File: src/rtl/cpu_ctrl_pkg.sv
// Shared definitions for the control sequencer slice.
// Holds the opcode constants, result-select encodings, the sequencer
// state enum and the bit positions of the instruction fields.
package cpu_ctrl_pkg;

  // Opcodes in instr[15:12]; 7..E are undefined
  localparam logic [3:0] OP_NOP  = 4'h0;
  localparam logic [3:0] OP_ADD  = 4'h1;
  localparam logic [3:0] OP_SUB  = 4'h2;
  localparam logic [3:0] OP_AND  = 4'h3;
  localparam logic [3:0] OP_OR   = 4'h4;
  localparam logic [3:0] OP_MOV  = 4'h5;
  localparam logic [3:0] OP_ADC  = 4'h6;
  localparam logic [3:0] OP_HALT = 4'hF;

  // Result-select encodings driven on rec
  localparam logic [1:0] REC_ARITH = 2'b00;
  localparam logic [1:0] REC_AND   = 2'b01;
  localparam logic [1:0] REC_OR    = 2'b10;
  localparam logic [1:0] REC_PASS  = 2'b11;

  // Instruction field bit positions
  localparam int OPC_MSB = 15;
  localparam int OPC_LSB = 12;
  localparam int RD_MSB  = 11;
  localparam int RD_LSB  = 9;
  localparam int RA_MSB  = 8;
  localparam int RA_LSB  = 6;
  localparam int RB_MSB  = 5;
  localparam int RB_LSB  = 3;

  typedef enum logic [2:0] {
    ST_IDLE,
    ST_FETCH,
    ST_DECODE,
    ST_EXEC,
    ST_WB,
    ST_HALT
  } state_t;

endpackage

File: src/rtl/ctrl_decode.sv
// Combinational opcode decoder for the control sequencer.
// Ports:
//   opcode     - instruction opcode (IR[15:12])
//   carry_flag - ALU carry flag, forwarded to cin for ADC
//   cin        - ALU carry-in for this opcode
//   rec        - result select for this opcode
//   wr         - opcode writes the register file
//   illegal    - opcode is undefined (7..E)
//   halt       - opcode is HALT
module ctrl_decode
  import cpu_ctrl_pkg::*;
(
  input  logic [3:0] opcode,
  input  logic       carry_flag,
  output logic       cin,
  output logic [1:0] rec,
  output logic       wr,
  output logic       illegal,
  output logic       halt
);

  // Undefined opcodes decode as NOP apart from raising illegal
  always_comb begin
    cin     = 1'b0;
    rec     = REC_ARITH;
    wr      = 1'b0;
    illegal = 1'b0;
    halt    = 1'b0;
    case (opcode)
      OP_NOP: begin
        wr = 1'b0;
      end
      OP_ADD: begin
        wr = 1'b1;
      end
      OP_SUB: begin
        cin = 1'b1;
        wr  = 1'b1;
      end
      OP_AND: begin
        rec = REC_AND;
        wr  = 1'b1;
      end
      OP_OR: begin
        rec = REC_OR;
        wr  = 1'b1;
      end
      OP_MOV: begin
        rec = REC_PASS;
        wr  = 1'b1;
      end
      OP_ADC: begin
        cin = carry_flag;
        wr  = 1'b1;
      end
      OP_HALT: begin
        halt = 1'b1;
      end
      default: begin
        illegal = 1'b1;
      end
    endcase
  end

endmodule

File: src/rtl/ctrl_seq.sv
// Multi-cycle control sequencer feeding the control-capture register.
// Accepts instructions over a valid/ready handshake and steps each one
// through FETCH -> DECODE -> EXEC -> WB, driving register selects,
// carry-in, result select and one-cycle PC / register-write pulses.
// Ports:
//   clk, reset        - clock; asynchronous active-low reset
//   run               - permits fetching new instructions
//   instr/instr_valid - instruction word and its valid flag
//   instr_ready       - high in FETCH (instruction accepted on valid)
//   carry_flag        - ALU carry, sampled in DECODE for ADC
//   input_a/b/c       - source A, source B, destination selects
//   cin, rec          - ALU carry-in and result select
//   pc_en, reg_en     - one-cycle pulses in WB
//   busy, halted      - in DECODE/EXEC/WB; in HALT
//   illegal           - sticky undefined-opcode flag
//   instr_count       - retired instruction count (wraps)
module ctrl_seq
  import cpu_ctrl_pkg::*;
#(
  parameter int CNT_W = 16
) (
  input  logic             clk,
  input  logic             reset,
  input  logic             run,
  input  logic [15:0]      instr,
  input  logic             instr_valid,
  output logic             instr_ready,
  input  logic             carry_flag,
  output logic [2:0]       input_a,
  output logic [2:0]       input_b,
  output logic [2:0]       input_c,
  output logic             cin,
  output logic [1:0]       rec,
  output logic             pc_en,
  output logic             reg_en,
  output logic             busy,
  output logic             halted,
  output logic             illegal,
  output logic [CNT_W-1:0] instr_count
);

  state_t      state;
  state_t      next_state;
  logic [15:0] ir;
  logic        wr_q;

  logic        dec_cin;
  logic [1:0]  dec_rec;
  logic        dec_wr;
  logic        dec_illegal;
  logic        dec_halt;

  logic        nxt_ready;
  logic        nxt_busy;
  logic        nxt_halted;
  logic        nxt_wb;

  logic        unused_ir_bits;

  assign unused_ir_bits = ^ir[2:0];

  ctrl_decode u_decode (
    .opcode     (ir[OPC_MSB:OPC_LSB]),
    .carry_flag (carry_flag),
    .cin        (dec_cin),
    .rec        (dec_rec),
    .wr         (dec_wr),
    .illegal    (dec_illegal),
    .halt       (dec_halt)
  );

  always_ff @(posedge clk or negedge reset) begin
    if (!reset) begin
      state <= ST_IDLE;
    end else begin
      state <= next_state;
    end
  end

  // Next state plus the next values of the status outputs. Status outputs
  // are registered from next_state so they line up with the state itself.
  // A handshake in FETCH wins over run being dropped in the same cycle.
  always_comb begin
    next_state = state;
    case (state)
      ST_IDLE: begin
        if (run) next_state = ST_FETCH;
      end
      ST_FETCH: begin
        if (instr_valid)  next_state = ST_DECODE;
        else if (!run)    next_state = ST_IDLE;
      end
      ST_DECODE: begin
        next_state = dec_halt ? ST_HALT : ST_EXEC;
      end
      ST_EXEC: begin
        next_state = ST_WB;
      end
      ST_WB: begin
        next_state = run ? ST_FETCH : ST_IDLE;
      end
      ST_HALT: begin
        next_state = ST_HALT;
      end
      default: begin
        next_state = ST_IDLE;
      end
    endcase

    nxt_ready  = (next_state == ST_FETCH);
    nxt_busy   = (next_state == ST_DECODE) || (next_state == ST_EXEC) ||
                 (next_state == ST_WB);
    nxt_halted = (next_state == ST_HALT);
    nxt_wb     = (next_state == ST_WB);
  end

  // Registered outputs, IR and counter. Field outputs load at the end of
  // DECODE and then hold until the next DECODE. wr_q remembers whether the
  // decoded opcode writes so reg_en can pulse two cycles later in WB.
  always_ff @(posedge clk or negedge reset) begin
    if (!reset) begin
      ir          <= '0;
      wr_q        <= 1'b0;
      instr_ready <= 1'b0;
      input_a     <= '0;
      input_b     <= '0;
      input_c     <= '0;
      cin         <= 1'b0;
      rec         <= REC_ARITH;
      pc_en       <= 1'b0;
      reg_en      <= 1'b0;
      busy        <= 1'b0;
      halted      <= 1'b0;
      illegal     <= 1'b0;
      instr_count <= '0;
    end else begin
      instr_ready <= nxt_ready;
      busy        <= nxt_busy;
      halted      <= nxt_halted;
      pc_en       <= nxt_wb;
      reg_en      <= nxt_wb && wr_q;

      if (state == ST_FETCH && instr_valid) begin
        ir <= instr;
      end

      if (state == ST_DECODE) begin
        input_a <= ir[RA_MSB:RA_LSB];
        input_b <= ir[RB_MSB:RB_LSB];
        input_c <= ir[RD_MSB:RD_LSB];
        cin     <= dec_cin;
        rec     <= dec_rec;
        wr_q    <= dec_wr;
        if (dec_illegal) illegal <= 1'b1;
      end

      if (nxt_wb) begin
        instr_count <= instr_count + CNT_W'(1);
      end
    end
  end

endmodule
File: config.mk
export PLATFORM = sky130hd
export DESIGN_NAME = ctrl_seq
export DESIGN_NICKNAME = d
export VERILOG_FILES = /design/src/rtl/cpu_ctrl_pkg.sv /design/src/rtl/ctrl_decode.sv /design/src/rtl/ctrl_seq.sv
export SDC_FILE = /design/constraint.sdc
export NUM_CORES = 1
export LEC_CHECK = 0
export BUFFER_PORTS_ARGS = -buffer_cell sky130_fd_sc_hd__buf_2
export CAP_MARGIN = 30
export CORE_ASPECT_RATIO = 1.1
export CORE_MARGIN = 2
export CORE_UTILIZATION = 40
export DETAILED_ROUTE_END_ITERATION = 12
export PLACE_DENSITY = 0.59
export SETUP_SLACK_MARGIN = 0.05
export SLEW_MARGIN = 20
export SYNTH_ARGS = -nofsm -noshare
export SYNTH_HDL_FRONTEND = slang
export SYNTH_SLANG_ARGS = --single-unit
File: constraint.sdc
create_clock -name clk -period 4.1 [get_ports clk]
set_input_delay 0.615 -clock clk [delete_from_list [all_inputs] [get_ports clk]]
set_output_delay 0.615 -clock clk [all_outputs]
set_load 0.01 [all_outputs]
# Yosys cells after proc, flatten, opt, wreduce, memory -nomap -nowiden
# Index checks and enable logic that the tools add are counted.
dict set report word_totals {
  register_bits 54
  input_bits 21
  out_inout_bits 34
}
dict set report classes {
  addsub 1
  n_eq_ne 17
  muxes 10
  bitwise_logic 1
  n_reduce_logical 9
}
# op n
set ops {}
lappend ops {{$pmux W3 S6} 1}
lappend ops {{$add A16 B1 Y16 const B} 1}
lappend ops {{$eq A3 B2 Y1 const B} 4}
lappend ops {{$eq A3 B3 Y1 const B} 4}
lappend ops {{$eq A4 B3 Y1 const B} 3}
lappend ops {{$mux W3} 4}
lappend ops {{$eq A4 B2 Y1 const B} 2}
lappend ops {{$reduce_or A8 Y1} 1}
lappend ops {{$eq A3 B1 Y1 const B} 2}
lappend ops {{$pmux W2 S3} 1}
lappend ops {{$reduce_or A6 Y1} 1}
lappend ops {{$eq A4 B1 Y1 const B} 1}
lappend ops {{$eq A4 B4 Y1 const B} 1}
lappend ops {{$logic_not A4 Y1} 1}
lappend ops {{$logic_not A3 Y1} 1}
lappend ops {{$mux W1} 3}
lappend ops {{$logic_and A1 B1 Y1} 2}
lappend ops {{$logic_or A1 B1 Y1} 2}
lappend ops {{$pmux W1 S2} 1}
lappend ops {{$reduce_and A2 Y1} 1}
lappend ops {{$not A1 Y1} 1}

# Longest topological paths before layout
# Gate-level depths: netlist of run 1.
dict set report depth {
  depth_word 7
  ltp_mapped 6
  depth_no_buf 5
}

# By module
# Synthesis of run 1 repeated with hierarchy kept, for this count alone.
dict set report hier_totals {
  cells_unflattened 175
  hier_area_um2 2082.0
}
# mod instances cells_each area_per_inst_um2 seq_area_each_um2
set modules_own_cells {}
lappend modules_own_cells {ctrl_seq 1 165 2009.4 1276.2}
lappend modules_own_cells {ctrl_decode 1 10 72.6 0.0}

# Worst setup path after synthesis of run 1
# Ideal clock, no wire load.
dict set report synth_path {
  kind {register to register}
  startpoint {register state[0]}
  endpoint {register ir[10]}
  setup_time_ns 0.125
  arrival_time_ns 1.327
  required_time_ns 3.975
  slack_ns 2.648
  stages_incl_launch_ff 6
  n_path_buf 2
  synth_period_minus_slack_ns 1.452
  cell_sequence {dfrtp_1 -> nor2b_2 -> and3_1 -> buf_6 -> buf_12 -> mux2_4}
}
dict set report synth_between {
  elab_chain_cells 2
}
# element line_no
set synth_rtl {}
lappend synth_rtl {{start: declaration} ctrl_seq.sv:42} ;# state_t state;
lappend synth_rtl {{start signal: assignment} ctrl_seq.sv:76} ;# state <= next_state;
lappend synth_rtl {{$eq A3 B1 Y1} ctrl_seq.sv:143} ;# if (state == ST_FETCH && instr_valid) begin
lappend synth_rtl {{$logic_and A1 B1 Y1} ctrl_seq.sv:143}
lappend synth_rtl {{end signal: assignment} ctrl_seq.sv:144} ;# ir <= instr;
lappend synth_rtl {{end: declaration} ctrl_seq.sv:44} ;# logic [15:0] ir;
# Every way passes these cells.
# A chain may end at the register's enable or synchronous reset.

# Worst setup path in the final report of run 1
dict set report layout_path {
  startpoint {register state[0]}
  endpoint {register ir[3]}
}
# The elaborated chain is that of the path after synthesis.

==> results of run 1 <==
## how the worst min path moves through the flow
stage	start	end	slack (ns)	depth (start not counted)
final	reset	instr_count[5]$_DFFE_PN0N_	0.40	2
after detailed placement	input_c[2]$_DFFE_PN0N_	input_c[2]$_DFFE_PN0N_	0.46	2
after global placement	ir[5]$_DFFE_PN0P_	input_b[2]$_DFFE_PN0N_	0.45	2
after floorplan	reset	busy$_DFF_PN0_	0.32	0
after CTS	reset	instr_count[4]$_DFFE_PN0N_	0.43	2
after global routing	reset	instr_count[4]$_DFFE_PN0N_	0.45	2
## flip-flops by register name (all words and copies together), names as in the netlist, 2 cells and up
signal       count
instr_count     16
ir              13
input_a          3
input_b          3
input_c          3
state            3
rec              2
## cell type report
class	count	area, um2	area share
Sequential cell	51	1276	0.4985
Multi-Input combinational cell	119	793.3	0.3099
Inverter	4	15.01	0.005865
Clock buffer	6	82.58	0.03226
Clock inverter	2	38.79	0.01515
Tap cell	58	72.57	0.02835
Timing Repair Buffer	54	281.5	0.1100
## report_power, final
part           switching, W  internal (W)
registers          0.000144      0.000673
clock network      0.000164      0.000201
logic              0.000258      0.000266
## routing by layer
metal | track usage | vias to the layer above | routed length [um]
li1 | - | 712 | -
met1 | 0.1826 | 672 | 1735
met2 | 0.2241 | 38 | 1890
met3 | 0.04517 | 2 | 225
met4 | 0.04182 | 0 | 15
met5 | 0 | - | 0
## worst register-to-register path: stages (launching register included)
cell,delay [ns]
dfrtp_1,0.47
nor2b_2,0.21
and3_1,0.69
mux2_2,0.41
## Yosys cell counts
library cell  instances  area [um2]
or2_0                 1       6.260
nand3b_4              1       20.02
a21oi_1               4       20.02
nor2_1                6       22.52
inv_1                 3       11.26
o2111ai_1             1       8.760
and3_1                3       18.77
buf_12                1       20.02
and3b_2               1       10.01
nand3_1               5       25.02
dfrtp_1              51        1276
buf_6                 1       11.26
nand4_2               1       12.51
clkbuf_1              1       3.750
a21o_1                1       7.510
a31o_2                1       8.760
and2_1                1       6.260
o41ai_2               1       16.27
inv_2                 1       3.750
nand4_1               5       31.28
mux2_4                7       105.1
nand2_1              44       165.2
xnor2_1              13       113.9
nand4b_1              1       8.760
buf_4                 1       7.510
nor4_2                1       12.51
nand2b_1              2       12.51
and4_1                1       8.760
buf_2                 2       10.01
o21ai_0               3       15.01
mux2_2                5       56.30
nor3_1                2       10.01
o41ai_1               1       8.760
ha_1                  1       12.51
nor2b_2               1       8.760
nor4_1                1       6.260
xor2_1                4       35.03
## logic make-up (layout without fill, tap and decap cells)
kind of cell	count (synthesis)	count (layout)	share of synthesized area
AO/OA/AOI/OAI	12	12	0.03982
multiplexers	12	12	0.07552
XOR/XNOR	17	17	0.06967
AND/OR/NAND/NOR	77	77	0.1803
adder cells (fa/ha/maj)	1	1	0.005854
flip-flops	51	51	0.5972
buffers and inverters	10	66	0.03161
## stage by stage
stage,total power (W),worst slack (ns),util
after floorplan,0.001191,2.648,-
after global placement,0.001337,2.160,0.4775
after detailed placement,0.001348,2.157,0.4775
after CTS,0.001721,2.178,0.5015
after global routing,0.001838,2.101,0.5052
final,0.001706,2.223,0.5052
==> results by group, run 1 <==
Drt
  • # DRC: 0
  • Drt wl/cell: 13.15 um
  • Initial DRC Count: 13
  • Vias per cell: 4.844
  • First-pass DRT Iterations: 4
  • Routed WL: 3865 um
  • DR vias: 1,424
  • Post-route ant nets: 0

Global routing
  • First-pass GRT wire length: 6444 um
  • Initial antenna violation count: 0
  • GRT Residual Overflow: 0
  • Vias in the first global route: 1,409
  • GR Util All Layers: 0.1410
  • Pin count of the biggest net entering global routing: 52

Die
  • DIE HEIGHT: 80.66 um
  • DIE AREA: 5944 um2
  • I/O pin cnt: 55
  • Site Rows: 27
  • Core area: 5067 um2
  • Chip width: 73.69 um
  • Initial core utilization: 0.4217

CTS
  • Root buf cell: clkbuf_8
  • H-tree levels: 2
  • Post-CTS Setup Inserts: 0
  • Cts bufs inserted: 5
  • Clk buf depth: 2
  • Hold Buf Count CTS: 0
  • Worst-skew pair later-pin latency: 0.30 ns
  • CTS sink count: 51
  • Clock slew at reported path FFs: 0.09 ns
  • TritonCTS clock tree: built
  • CTS resizes: 0

Synthesis
  • Mean Syn Cell Area: 11.87 um2
  • Mapped Area: 2137 um2
  • Syn Nets: 202
  • Post-Syn Instances: 180
  • Ys Warns: 0
  • Synth cell types: 37
  • Seq/Total Area, Yosys: 0.5972
  • Number of register bits inferred by synthesis: 51

Placement
  • # port buffers: 51
  • Post-DP HPWL: 2647 um
  • GPL Wtd Cong: 0.7375
  • Post-Place Cells: 284
  • Post-DP Area: 2420 um2

STA
  • Worst hold slack: 0.3952 ns
  • Setup_tns: 0 ns
  • Final min period: 1.877 ns
  • Final Cycle Share: 0.4578
  • Finish-stage setup viols: 0
  • Clock Skews: 0.008019 ns
  • Worst Tran Pin Value: 0.7849 ns
  • Fin. max-slew vios: 0
  • Hold Vio Cnt, Final: 0
  • Max frequency: 532.8 MHz
  • Relative slew slack: 0.4767
  • RSZ-0062 raised after global routing: false

Critical path
  • Reg2Reg Setup Slack: 2.22 ns
  • Setup crit end: ir[3]$_DFFE_PN0P_
  • CP Buf/Inv Count: 0
  • Top delay family on crit path: simple AND/OR/NAND/NOR gates
  • CP startpoint: state[0]$_DFF_PN0_
  • WP depth: 3
  • Setup crit end kind: register
  • CP Data Required Time: 4.29 ns
  • Critical path type: register to register
  • Worst EP arrival: 2.07 ns
  • CP max stage cell: and3_1
  • Maximum fanout along the worst path: 15
  • Reg-to-reg startpoint: state[0]$_DFF_PN0_
  • Largest incremental delay on the critical path: 0.69 ns
  • Critical R2R Capture: ir[3]$_DFFE_PN0P_
  • Critical path startpoint category: register
  • Ordered list of cells on the worst path: nor2b_2, and3_1, mux2_2
  • Worst R2R Path Depth: 3

Power and ir drop
  • Power per cell area: 666.4 nW/um2
  • Static Leak: 1.331 nW
  • Maximum vdd drop: 0.3088 mV

Finish
  • Most frequent cells in the layout: dfrtp_1, buf_2, nand2_1
  • Final net count: 257
  • Cell area after layout: 2560 um2
  • # fillers: 459
  • Post-route non-filler standard cell count: 294
  • Antenna diodes: 0
  • Layout cells sized above 1: 0.3475
  • P&R area growth vs syn: 19.79%

Job
  • Max Cap Violations: 0

Status
  • Status: complete, no violations

Worst hold path
  • HP Class: input port to asynchronous set/reset pin
(Power assumes the default switching activity.)
==> run 2: changes to the inputs <==
- clock period: 4.1 -> 1.84 ns (I/O delays scaled with it)
==> results by group, run 2 (synthesis results as in run 1) <==
STA
  • Worst Tran Pin Value: 0.4253 ns (was 0.7849 ns)
  • Finish-stage setup viols: 0 (unchanged)
  • Clock Skews: 0.006414 ns (was 0.008019 ns)
  • RSZ-0062 raised after global routing: false (unchanged)
  • Final min period: 1.543 ns (was 1.877 ns)
  • Final Cycle Share: 0.8387 (was 0.4578)
  • Relative slew slack: 0.7165 (was 0.4767)
  • Hold Vio Cnt, Final: 0 (unchanged)
  • Max frequency: 648.0 MHz (was 532.8 MHz)
  • Fin. max-slew vios: 0 (unchanged)
  • Setup WS post-layout: 0.2968 ns (was 2.223 ns)
  • Setup_tns: 0 ns (unchanged)

Drt
  • Vias per cell: 4.949 (was 4.844)
  • DR vias: 1,465 (was 1,424)
  • Post-route ant nets: 0 (unchanged)
  • First-pass DRT Iterations: 4 (unchanged)
  • Initial DRC Count: 41 (was 13)
  • Drt wl/cell: 13.00 um (was 13.15 um)
  • Routed WL: 3847 um (was 3865 um)
  • # DRC: 0 (unchanged)

Critical path
  • Critical path type: register to register (unchanged)
  • CP Buf/Inv Count: 1 (was 0)
  • Maximum fanout along the worst path: 9 (was 15)
  • Largest incremental delay on the critical path: 0.48 ns (was 0.69 ns)
  • CP max stage cell: dfrtp_1 (was and3_1)
  • Top delay family on crit path: flip-flops (was simple AND/OR/NAND/NOR gates)
  • Worst EP arrival: 1.73 ns (was 2.07 ns)
  • Setup crit end kind: register (unchanged)
  • Ordered list of cells on the worst path: nor2b_2, and3_1, buf_4, mux2_2 (was nor2b_2, and3_1, mux2_2)
  • Critical path startpoint category: register (unchanged)
  • CP Data Required Time: 2.02 ns (was 4.29 ns)

CTS
  • Clock slew at reported path FFs: 0.08 ns (was 0.09 ns)
  • TritonCTS clock tree: built (unchanged)
  • H-tree levels: 2 (unchanged)
  • Worst-skew pair later-pin latency: 0.30 ns (about the same)
  • CTS resizes: 0 (unchanged)
  • Root buf cell: clkbuf_8 (unchanged)
  • Hold Buf Count CTS: 1 (was 0)
  • CTS sink count: 51 (unchanged)
  • Clk buf depth: 2 (unchanged)
  • Cts bufs inserted: 5 (unchanged)
  • Post-CTS Setup Inserts: 0 (unchanged)

Placement
  • Post-DP HPWL: 2712 um (was 2647 um)
  • Pre-CTS setup slack: 0.2970 ns (was 2.157 ns)
  • GPL Wtd Cong: 0.7424 (was 0.7375)
  • # port buffers: 51 (unchanged)

Finish
  • Most frequent cells in the layout: dfrtp_1, buf_2, nand2_1 (unchanged)
  • Layout cells sized above 1: 0.3487 (was 0.3475)
  • P&R area growth vs syn: 19.79% (unchanged)
  • Final net count: 260 (was 257)
  • Max FFs per register: 16 (unchanged)
  • Antenna diodes: 0 (unchanged)
  • Regs by FF count: instr_count (16), ir (13) (unchanged)
  • # fillers: 482 (was 459)
  • Most flops, register: instr_count (unchanged)

Global routing
  • GR Util All Layers: 0.1422 (was 0.1410)
  • GRT Residual Overflow: 0 (unchanged)
  • Vias in the first global route: 1,438 (was 1,409)
  • First-pass GRT wire length: 6465 um (was 6444 um)
  • Pin count of the biggest net entering global routing: 52 (unchanged)
  • Initial antenna violation count: 0 (unchanged)

Power and ir drop
  • Static Leak: 1.334 nW (was 1.331 nW)
  • Maximum vdd drop: 0.6840 mV (was 0.3088 mV)
  • Power per cell area: 1422 nW/um2 (was 666.4 nW/um2)

Die
  • Initial core utilization: 0.4217 (unchanged)
  • DIE AREA: 5944 um2 (unchanged)
  • Site Rows: 27 (unchanged)
  • Core area: 5067 um2 (unchanged)
  • I/O pin cnt: 55 (unchanged)
  • DIE HEIGHT: 80.66 um (unchanged)
  • Chip width: 73.69 um (unchanged)

Worst hold path
  • HP Class: input port to register (was input port to asynchronous set/reset pin)

Job
  • Max Cap Violations: 0 (unchanged)

Status
  • Status: complete, no violations (unchanged)
## run 2: cell types whose count changed in the layout (fill, tap and decap cells not counted), sizes merged
cell | previous run | this run
buf | 54 | 56
bufinv | 1 | 0
clkinv | 0 | 1
dlygate4sd3 | 0 | 1
inv | 5 | 4
## run 2: path summary, 6_finish.rpt
path	start	to	cells past startpoint	slack (ns)
setup / recovery	state[0]$_DFF_PN0_	ir[3]$_DFFE_PN0P_	4	0.30
hold / removal	instr[14]	ir[14]$_DFFE_PN0P_	3	0.19
setup reg to reg	state[0]$_DFF_PN0_	ir[3]$_DFFE_PN0P_	4	0.30
hold reg to reg	ir[5]$_DFFE_PN0P_	input_b[2]$_DFFE_PN0N_	2	0.47
max in group asynchronous	reset	input_b[2]$_DFFE_PN0N_	3	1.12
min in group asynchronous	reset	instr_count[4]$_DFFE_PN0N_	3	0.49
## run 2: layout make-up
type / instances / area [um2] / share of cell area
timing repair buffer: 57 / 315.3 / 0.1232
inverter: 4 / 15.01 / 0.005865
sequential: 51 / 1276 / 0.4985
clock buffer: 6 / 82.58 / 0.03226
clock inverter: 1 / 5.005 / 0.001955
multi-input combinational: 119 / 793.3 / 0.3099
tap: 58 / 72.57 / 0.02835
## run 2: metal layers
layer,routed length (um),part of all wire,global-route usage
met3,230,0.060,0.04015
met1,1740,0.45,0.1735
met2,1836,0.48,0.2411
met4,39,0.010,0.04364
met5,0,0,0
## run 2: tightest hold or removal path: stages
cell,delay [ns]
buf_2,0.08
nand2_1,0.04
o21ai_0,0.06
## run 2: where the power goes
group / switching, W / total (W) / leakage (nW) / internal [W]
combinational: 0.000579 / 0.00119 / 0.634 / 0.000608
clock: 0.000340 / 0.000635 / 0.0470 / 0.000296
sequential: 0.000317 / 0.00182 / 0.653 / 0.00150
## run 2: per-stage QoR
stage          instances  power, W  cell area, um2  hold slack, ns    util
2_1_floorplan        180  0.002655            2137        -0.01959       -
3_3_place_gp         288  0.003029            2462          0.2894  0.4859
3_5_place_dp         288  0.003052            2462          0.2884  0.4859
4_1_cts              296  0.003707            2560          0.1832  0.5052
5_1_grt              296  0.003919            2560          0.1966  0.5052
6_report             296  0.003640            2560          0.1922  0.5052
